### config.mk
export PLATFORM = sky130hd
export DESIGN_NAME = csb_to_periph
export DESIGN_NICKNAME = d
export VERILOG_FILES = /design/src/rtl/csb_to_periph.sv
export SDC_FILE = /design/constraint.sdc
export NUM_CORES = 1
export LEC_CHECK = 0
export CAP_MARGIN = 20
export CORE_MARGIN = 1.5
export CORE_UTILIZATION = 38
export DETAILED_ROUTE_END_ITERATION = 8
export GPL_TIMING_DRIVEN = 0
export PLACE_DENSITY = 0.77
export RECOVER_POWER = 100
export SLEW_MARGIN = 40
export SYNTH_ARGS = -nofsm -noshare
export SYNTH_HDL_FRONTEND = slang
export SYNTH_SLANG_ARGS = --single-unit
### constraint.sdc
create_clock -name clk -period 2.1 [get_ports clk]
set_input_delay 0.42 -clock clk [delete_from_list [all_inputs] [get_ports clk]]
set_output_delay 0.42 -clock clk [all_outputs]
set_load 0.01 [all_outputs]
### src/rtl/csb_to_periph.sv
// CSB register-bus responder bridged onto an HWPE periph initiator, one transaction in flight.
// Optional per-transaction timeout is enabled by defining CSB_TO_PERIPH_TIMEOUT_EN.
module csb_to_periph #(
  parameter int          ID_WIDTH  = 8,
  parameter logic [31:0] BASE_ADDR = 32'h0000_0000,
  parameter int          TIMEOUT   = 256
) (
  input  logic                clk,
  input  logic                rst_n,
  // CSB responder
  input  logic                csb_valid,
  output logic                csb_ready,
  input  logic [15:0]         csb_addr,
  input  logic [31:0]         csb_wdat,
  input  logic                csb_write,
  input  logic                csb_nposted,
  output logic                csb_r_valid,
  output logic [31:0]         csb_r_data,
  output logic                csb_wr_complete,
  // HWPE periph initiator
  output logic                periph_req,
  input  logic                periph_gnt,
  output logic [31:0]         periph_add,
  output logic                periph_wen,
  output logic [3:0]          periph_be,
  output logic [31:0]         periph_data,
  output logic [ID_WIDTH-1:0] periph_id,
  input  logic                periph_r_valid,
  input  logic [31:0]         periph_r_data,
  input  logic [ID_WIDTH-1:0] periph_r_id,
  // FSM state for observation: 0 IDLE, 1 REQ, 2 WAIT, 3 RESP
  output logic [1:0]          o_dbg_state
);

  localparam logic [1:0] S_IDLE = 2'd0;
  localparam logic [1:0] S_REQ  = 2'd1;
  localparam logic [1:0] S_WAIT = 2'd2;
  localparam logic [1:0] S_RESP = 2'd3;

  // Handshakes: a CSB request is taken on a rising edge where csb_valid && csb_ready;
  // a periph request is taken on a rising edge where periph_req && periph_gnt; a periph
  // response counts only when periph_r_valid and periph_r_id equals the outstanding tag.

  logic [1:0]          r_state;
  logic [15:0]         r_addr;
  logic [31:0]         r_wdat;
  logic                r_write;
  logic                r_nposted;
  logic [ID_WIDTH-1:0] r_tag;
  logic [ID_WIDTH-1:0] r_id;
  logic [31:0]         r_rdata;

  logic w_match;
  logic w_timeout;
  logic w_req;

  assign w_match = periph_r_valid && (periph_r_id == r_id);

`ifdef CSB_TO_PERIPH_TIMEOUT_EN
  localparam int CW = $clog2(TIMEOUT + 1);
  logic [CW-1:0] r_cnt;

  assign w_timeout = (r_cnt == CW'(TIMEOUT - 1));

  always_ff @(posedge clk or negedge rst_n) begin
    if (!rst_n) begin
      r_cnt <= '0;
    end else if (r_state == S_IDLE) begin
      r_cnt <= '0;
    end else if ((r_state == S_REQ) || (r_state == S_WAIT)) begin
      r_cnt <= r_cnt + CW'(1);
    end
  end
`else
  assign w_timeout = 1'b0;
`endif

  always_ff @(posedge clk or negedge rst_n) begin
    if (!rst_n) begin
      r_state   <= S_IDLE;
      r_addr    <= '0;
      r_wdat    <= '0;
      r_write   <= 1'b0;
      r_nposted <= 1'b0;
      r_tag     <= '0;
      r_id      <= '0;
      r_rdata   <= '0;
    end else begin
      case (r_state)
        S_IDLE: begin
          if (csb_valid) begin
            r_addr    <= csb_addr;
            r_wdat    <= csb_wdat;
            r_write   <= csb_write;
            r_nposted <= csb_nposted;
            r_id      <= r_tag;
            r_tag     <= r_tag + ID_WIDTH'(1);
            r_state   <= S_REQ;
          end
        end
        S_REQ: begin
          if (periph_gnt && w_match) begin
            if (!r_write) r_rdata <= periph_r_data;
            r_state <= S_RESP;
          end else if (w_timeout) begin
            r_rdata <= 32'hDEAD_BEEF;
            r_state <= S_RESP;
          end else if (periph_gnt) begin
            r_state <= S_WAIT;
          end
        end
        S_WAIT: begin
          if (w_match) begin
            if (!r_write) r_rdata <= periph_r_data;
            r_state <= S_RESP;
          end else if (w_timeout) begin
            r_rdata <= 32'hDEAD_BEEF;
            r_state <= S_RESP;
          end
        end
        default: r_state <= S_IDLE;
      endcase
    end
  end

  // Periph fields are gated by REQ so they read zero whenever no request is offered.
  assign w_req           = (r_state == S_REQ);
  assign periph_req      = w_req;
  assign periph_add      = w_req ? {BASE_ADDR[31:16], r_addr} : 32'h0;
  assign periph_wen      = w_req & ~r_write;
  assign periph_be       = w_req ? 4'hF : 4'h0;
  assign periph_data     = w_req ? r_wdat : 32'h0;
  assign periph_id       = w_req ? r_id : '0;

  assign csb_ready       = rst_n && (r_state == S_IDLE);
  assign csb_r_valid     = (r_state == S_RESP) && !r_write;
  assign csb_wr_complete = (r_state == S_RESP) && r_write && r_nposted;
  assign csb_r_data      = r_rdata;
  assign o_dbg_state     = r_state;

endmodule
# Word level (Yosys, flattened, before mapping)
# Index checks and enable logic that the tools add are counted.
# totals
regBits,100
inputBits,95
out_inout_bits,115
word_cells,44
# classes
add_sub_neg,1
n_eq_ne,8
mux,13
bitwise_logic,2
reduce_logical,12
# ops
operator,count
$mux 32,4
$pmux 32 s2,1
$mux 16,1
$add 8x1->8 const B,1
$eq 8x8->1,1
$mux 2,4
$mux 8,1
$logic_and 1x1->1,6
$pmux 2 s3,1
$reduce_and 3->1,2
$eq 2x2->1 const B,2
$mux 4,1
$ne 2x2->1 const B,2
$ne 3x2->1 const B,1
$eq 2x1->1 const B,1
$logic_not 2->1,1
$ne 2x1->1 const B,1
$reduce_and 2->1,1
$reduce_bool 2->1,1
$and 1x1->1,1
$logic_not 1->1,1
$not 1->1,1

# Logic depth before layout (Yosys ltp)
# depth
ltp_word,5
ltp_mapped,7
depth_no_buf,7

# Worst setup path after synthesis
# OpenSTA, ideal clock, no wires.
# synth_timing
kind,reg-to-reg
start,"reg r_state[1], in the netlist o_dbg_state[1]"
end,"reg r_rdata[10], in the netlist csb_r_data[10]"
setup_ps,125
arrival_ps,2012
required_ps,1975
setup_slack_ps,-37
stages_incl_launch_ff,8
n_path_buf,1
period_less_slack_ps,2137
cell_sequence,dfrtp_1 inv_1 ha_1 inv_1 nand2_1 a2111oi_4 buf_6 mux2_4
# synth_between
elab_chain_len,3
word_cells_on_any_way,7
cone_classes,eq/ne: 4; mux: 1; reduce/logical: 2
# synth_lines
element,line,text
start: declaration,44,logic [1:0] r_state;
start signal: assignment,80,r_state <= S_IDLE;
start signal: assignment,98,r_state <= S_REQ;
start signal: assignment,104,r_state <= S_RESP;
$eq 2x1->1 (*),--,
via periph_req,21,"output logic periph_req,"
$ne 2x1->1 (no line) / $reduce_bool 2->1 (equally long branches),--,
$reduce_and 3->1 (no line),--,
end signal: assignment,103,if (!r_write) r_rdata <= periph_r_data;
end signal: assignment,114,if (!r_write) r_rdata <= periph_r_data;
end: declaration,51,logic [31:0] r_rdata;
# Mark *: on every way through the listed nets, which the timed path passes. The rest lies on a longest branch.
# A chain may end at the register's enable or synchronous reset.

# Worst setup path in the final report
# layout_timing
start,in periph_r_id[0]
end,"reg r_rdata[24], in the netlist csb_r_data[24]"
# layout_between
elab_chain_len,5
word_cells_on_any_way,6
cone_classes,eq/ne: 3; reduce/logical: 3
# layout_lines
element,line,text
start: declaration,30,"input logic [ID_WIDTH-1:0] periph_r_id,"
$eq 8x8->1 (*),57,assign w_match = periph_r_valid && (periph_r_id == r_id);
$logic_and 1x1->1 (*),57,
$logic_and 1x1->1,102,if (periph_gnt && w_match) begin
$ne 2x1->1 (no line),--,
$reduce_and 3->1 (no line) (*),--,
# Every way passes the cells marked *; elsewhere a longest branch is shown, timed or not.

==> results.sh <==
export IMPL_grt_pass1_wl_mm=18.04
export IMPL_syn_area_um2=4636
export IMPL_rows=40
export IMPL_fin_area_um2=7124
export IMPL_clk_latency_ns=0.35
export IMPL_die_area_um2=12870
export IMPL_critical_path_class="input pin to register"
export IMPL_dp_cells=692
export IMPL_fmax_mhz=484.0
export IMPL_num_antenna_cells=0
export IMPL_cts_tree="done"
export IMPL_fin_crit_ns=2.066
export IMPL_cts_root_buf="clkbuf_16"
export IMPL_seqCellArea_um2=2504
export IMPL_fillers=1009
export IMPL_drc=0
export IMPL_crit_arrival_ns=2.30
export IMPL_ios=210
export IMPL_critPathMaxFanout=10
export IMPL_power_density_nw_per_um2=1114
export IMPL_max_slew_margin=-0.1642
export IMPL_multi_input_area_um2=1964
export IMPL_drv_cap=1
export IMPL_setup_viol=0
export IMPL_drt_iter0_drc=92
export IMPL_placed_area_um2=6843
export IMPL_rsz0062_at_grt="yes"
export IMPL_path_buf_inv=3
export IMPL_required_ns=2.33
export IMPL_worst_slew_pin_slew_ns=1.746
export IMPL_peakVddDrop_v=0.0006958
export IMPL_drv_slew=35
export IMPL_use_met1=0.2121
export IMPL_synth_cells=336
export IMPL_grt_max_degree=68
export IMPL_antenna_found_initial=0
export IMPL_drive_above_1_share=0.3584
export IMPL_fin_util=0.5956
export IMPL_critPathLaunchType="input pin"
export IMPL_met3_usage=0.06164
export IMPL_swShare=0.2974
export IMPL_grt_use_met2=0.3168
export IMPL_ys_types=28
export IMPL_fin_setup_tns_ns=0
export IMPL_end_kind="register"
export IMPL_antenna_left=0
export IMPL_hp_class="input pin to asynchronous set/reset pin"
export IMPL_violations="capacitance limit, slew limit"
export IMPL_clock_path_buffers=2
export IMPL_gp_congestion=0.7724
export IMPL_comb_power_share=0.383
export IMPL_status="finished, violations left"
export IMPL_die_w_um=113.5
export IMPL_yosysWarnings=0
export IMPL_io_buffers=193
export IMPL_syn_to_final_growth_pct=53.68
export IMPL_cpMaxStageDelayCell="clkdlybuf4s50_1"
export IMPL_grt_busiest_layer="met2"
export IMPL_skew_ns=0.01039
export IMPL_wl_mm=11.30
export IMPL_crit_chain="clkdlybuf4s50_1, xnor2_1, nand4_1, a2111oi_4, buf_6, buf_6, mux2_4"
export IMPL_wl_per_cell_um=15.71
export IMPL_gr_total_overflow=0
export IMPL_via_per_inst=4.612
export IMPL_numClockSinks=100
export IMPL_grt_pass1_vias=3570
export IMPL_rrSetupSlack_ns=0.08
export IMPL_critPathMaxStageDelay_ns=0.48
export IMPL_htreeDepth=3
export IMPL_p_seq_frac=0.373
export IMPL_fin_nets=667
export IMPL_ys_seq_area_frac=0.5398
export IMPL_cp_common_cell="buf_6"
export IMPL_clk_pin_slew_ns=0.07
export IMPL_post_route_period_util=0.9838
export IMPL_power_frac_clock=0.244
export IMPL_firstDrtPassIters=4
export IMPL_p_leak_nw=3.489
export IMPL_hold_viol=0
export IMPL_gr_usage_all_layers=0.1811
export IMPL_die_h_um=113.5
export IMPL_dr_total_vias=3316
export IMPL_ys_ff_latch=100
export IMPL_power_internal_mw=5.575
export IMPL_place_hpwl_mm=8.580
export IMPL_finalNonFillerCells=719
export IMPL_avgSynthCellArea_um2=13.80
export IMPL_critPathTopFamily="buffers and inverters"
export IMPL_p_sw_mw=2.360
export IMPL_numCtsBuffers=9
export IMPL_coreArea_um2=11960
export IMPL_initial_utilization=0.3876
==> sequential cells by signal, indices dropped and copies added, names as in the netlist <==
name / cells
r_id: 8
r_nposted: 1
r_wdat: 32
r_addr: 16
o_dbg_state: 2
r_write: 1
r_tag: 8
csb_r_data: 32
==> logic make-up after synthesis <==
logic type,Yosys count,synth area share
flops,100,0.5398
simple gates,79,0.1031
buf+inv,39,0.05344
fa+ha+maj,5,0.01350
mux,93,0.2502
compound gates,4,0.01080
xor+xnor,15,0.02834
other cells,1,0.0008089
==> metal layers <==
| metal | vias to the layer above | wire length, µm |
|---|---|---|
| met5 | - | 0 |
| met4 | 0 | 182 |
| li1 | 1556 | - |
| met2 | 114 | 5890 |
| met3 | 14 | 677 |
| met1 | 1632 | 4544 |
==> worst paths after layout <==
path / from / endpoint / depth (start not counted)
setup / recovery: periph_r_id[0] / csb_r_data[24]$_DFFE_PN0P_ / 7
hold / removal: rst_n / r_wdat[23]$_DFFE_PN0P_ / 2
setup reg to reg: o_dbg_state[0]$_DFFE_PN0P_ / csb_r_data[24]$_DFFE_PN0P_ / 8
hold reg to reg: r_tag[7]$_DFFE_PN0P_ / r_tag[7]$_DFFE_PN0P_ / 1
max in group asynchronous: rst_n / r_wdat[5]$_DFFE_PN0P_ / 2
min in group clk: r_tag[7]$_DFFE_PN0P_ / r_tag[7]$_DFFE_PN0P_ / 1
==> cells in the mapped netlist <==
cell type  count  area [µm²]
a2111oi_4      1       27.53
and2_0         1       6.260
and2_1        56       350.3
and2_2         1       7.510
and3_1         2       12.51
buf_1          3       11.26
buf_2          3       15.01
buf_4         20       150.1
buf_6          3       33.78
clkbuf_1       6       22.52
conb_1         1       3.750
dfrtp_1      100        2502
ha_1           5       62.56
inv_1          4       15.01
mux2_2        63       709.4
mux2_4        30       450.4
nand2_1        6       22.52
nand3_2        1       10.01
nand4_1        4       25.02
nor2_1         4       15.01
nor2b_1        1       6.260
nor3_2         1       10.01
o22ai_1        2       12.51
o31a_2         1       10.01
or2_2          1       6.260
or3_1          1       6.260
xnor2_1       10       87.58
xor2_1         5       43.79
==> power groups by stage <==
stage | Combinational [mW] | Clock, mW | Sequential [mW]
6_report | 3.04 | 1.94 | 2.96
5_1_grt | 3.31 | 2.06 | 3.05
4_1_cts | 3.14 | 1.99 | 2.97
3_5_place_dp | 3.20 | 0 | 3.00
3_3_place_gp | 3.09 | 0 | 2.94
2_1_floorplan | 1.76 | 0 | 2.89
==> what timing repair did <==
action                                  CTS  global route
hold endpoints to repair                 34             0
setup buffers                             6             4
cloned                                    0             1
endpoints found under the setup margin  129            95
gates resized for setup                 212            20
hold buffers                              1             0
pin swaps                                 1             2
==> final cells by class <==
type	count	area share
Clock inverter	4	0.01335
Multi-Input combinational cell	212	0.2757
Tap cell	147	0.02582
Timing Repair Buffer	206	0.2561
Buffer	34	0.03952
Inverter	4	0.002107
Clock buffer	12	0.03600
Sequential cell	100	0.3514
==> metrics by stage <==
step	power (mW)	worst slack, ns	hold WS, ns
2_1_floorplan	4.652	0.03797	0.1244
3_3_place_gp	6.033	-3.424	0.4564
3_5_place_dp	6.205	-0.7321	0.3036
4_1_cts	8.101	-0.05454	0.001212
5_1_grt	8.427	-0.03972	0.1294
6_report	7.935	0.03407	0.1069
==> layout by cell type, fill, tap and decap left out, types with 6 or more instances in the layout <==
cell type / n
dfrtp_1: 99
clkdlybuf4s50_1: 91
mux2_2: 63
and2_1: 54
buf_2: 38
dlygate4sd3_1: 34
mux2_4: 30
buf_4: 28
dlygate4sd2_1: 19
conb_1: 16
clkbuf_16: 10
xnor2_1: 10
clkbuf_4: 6
Power figures use the tool's default switching activity.
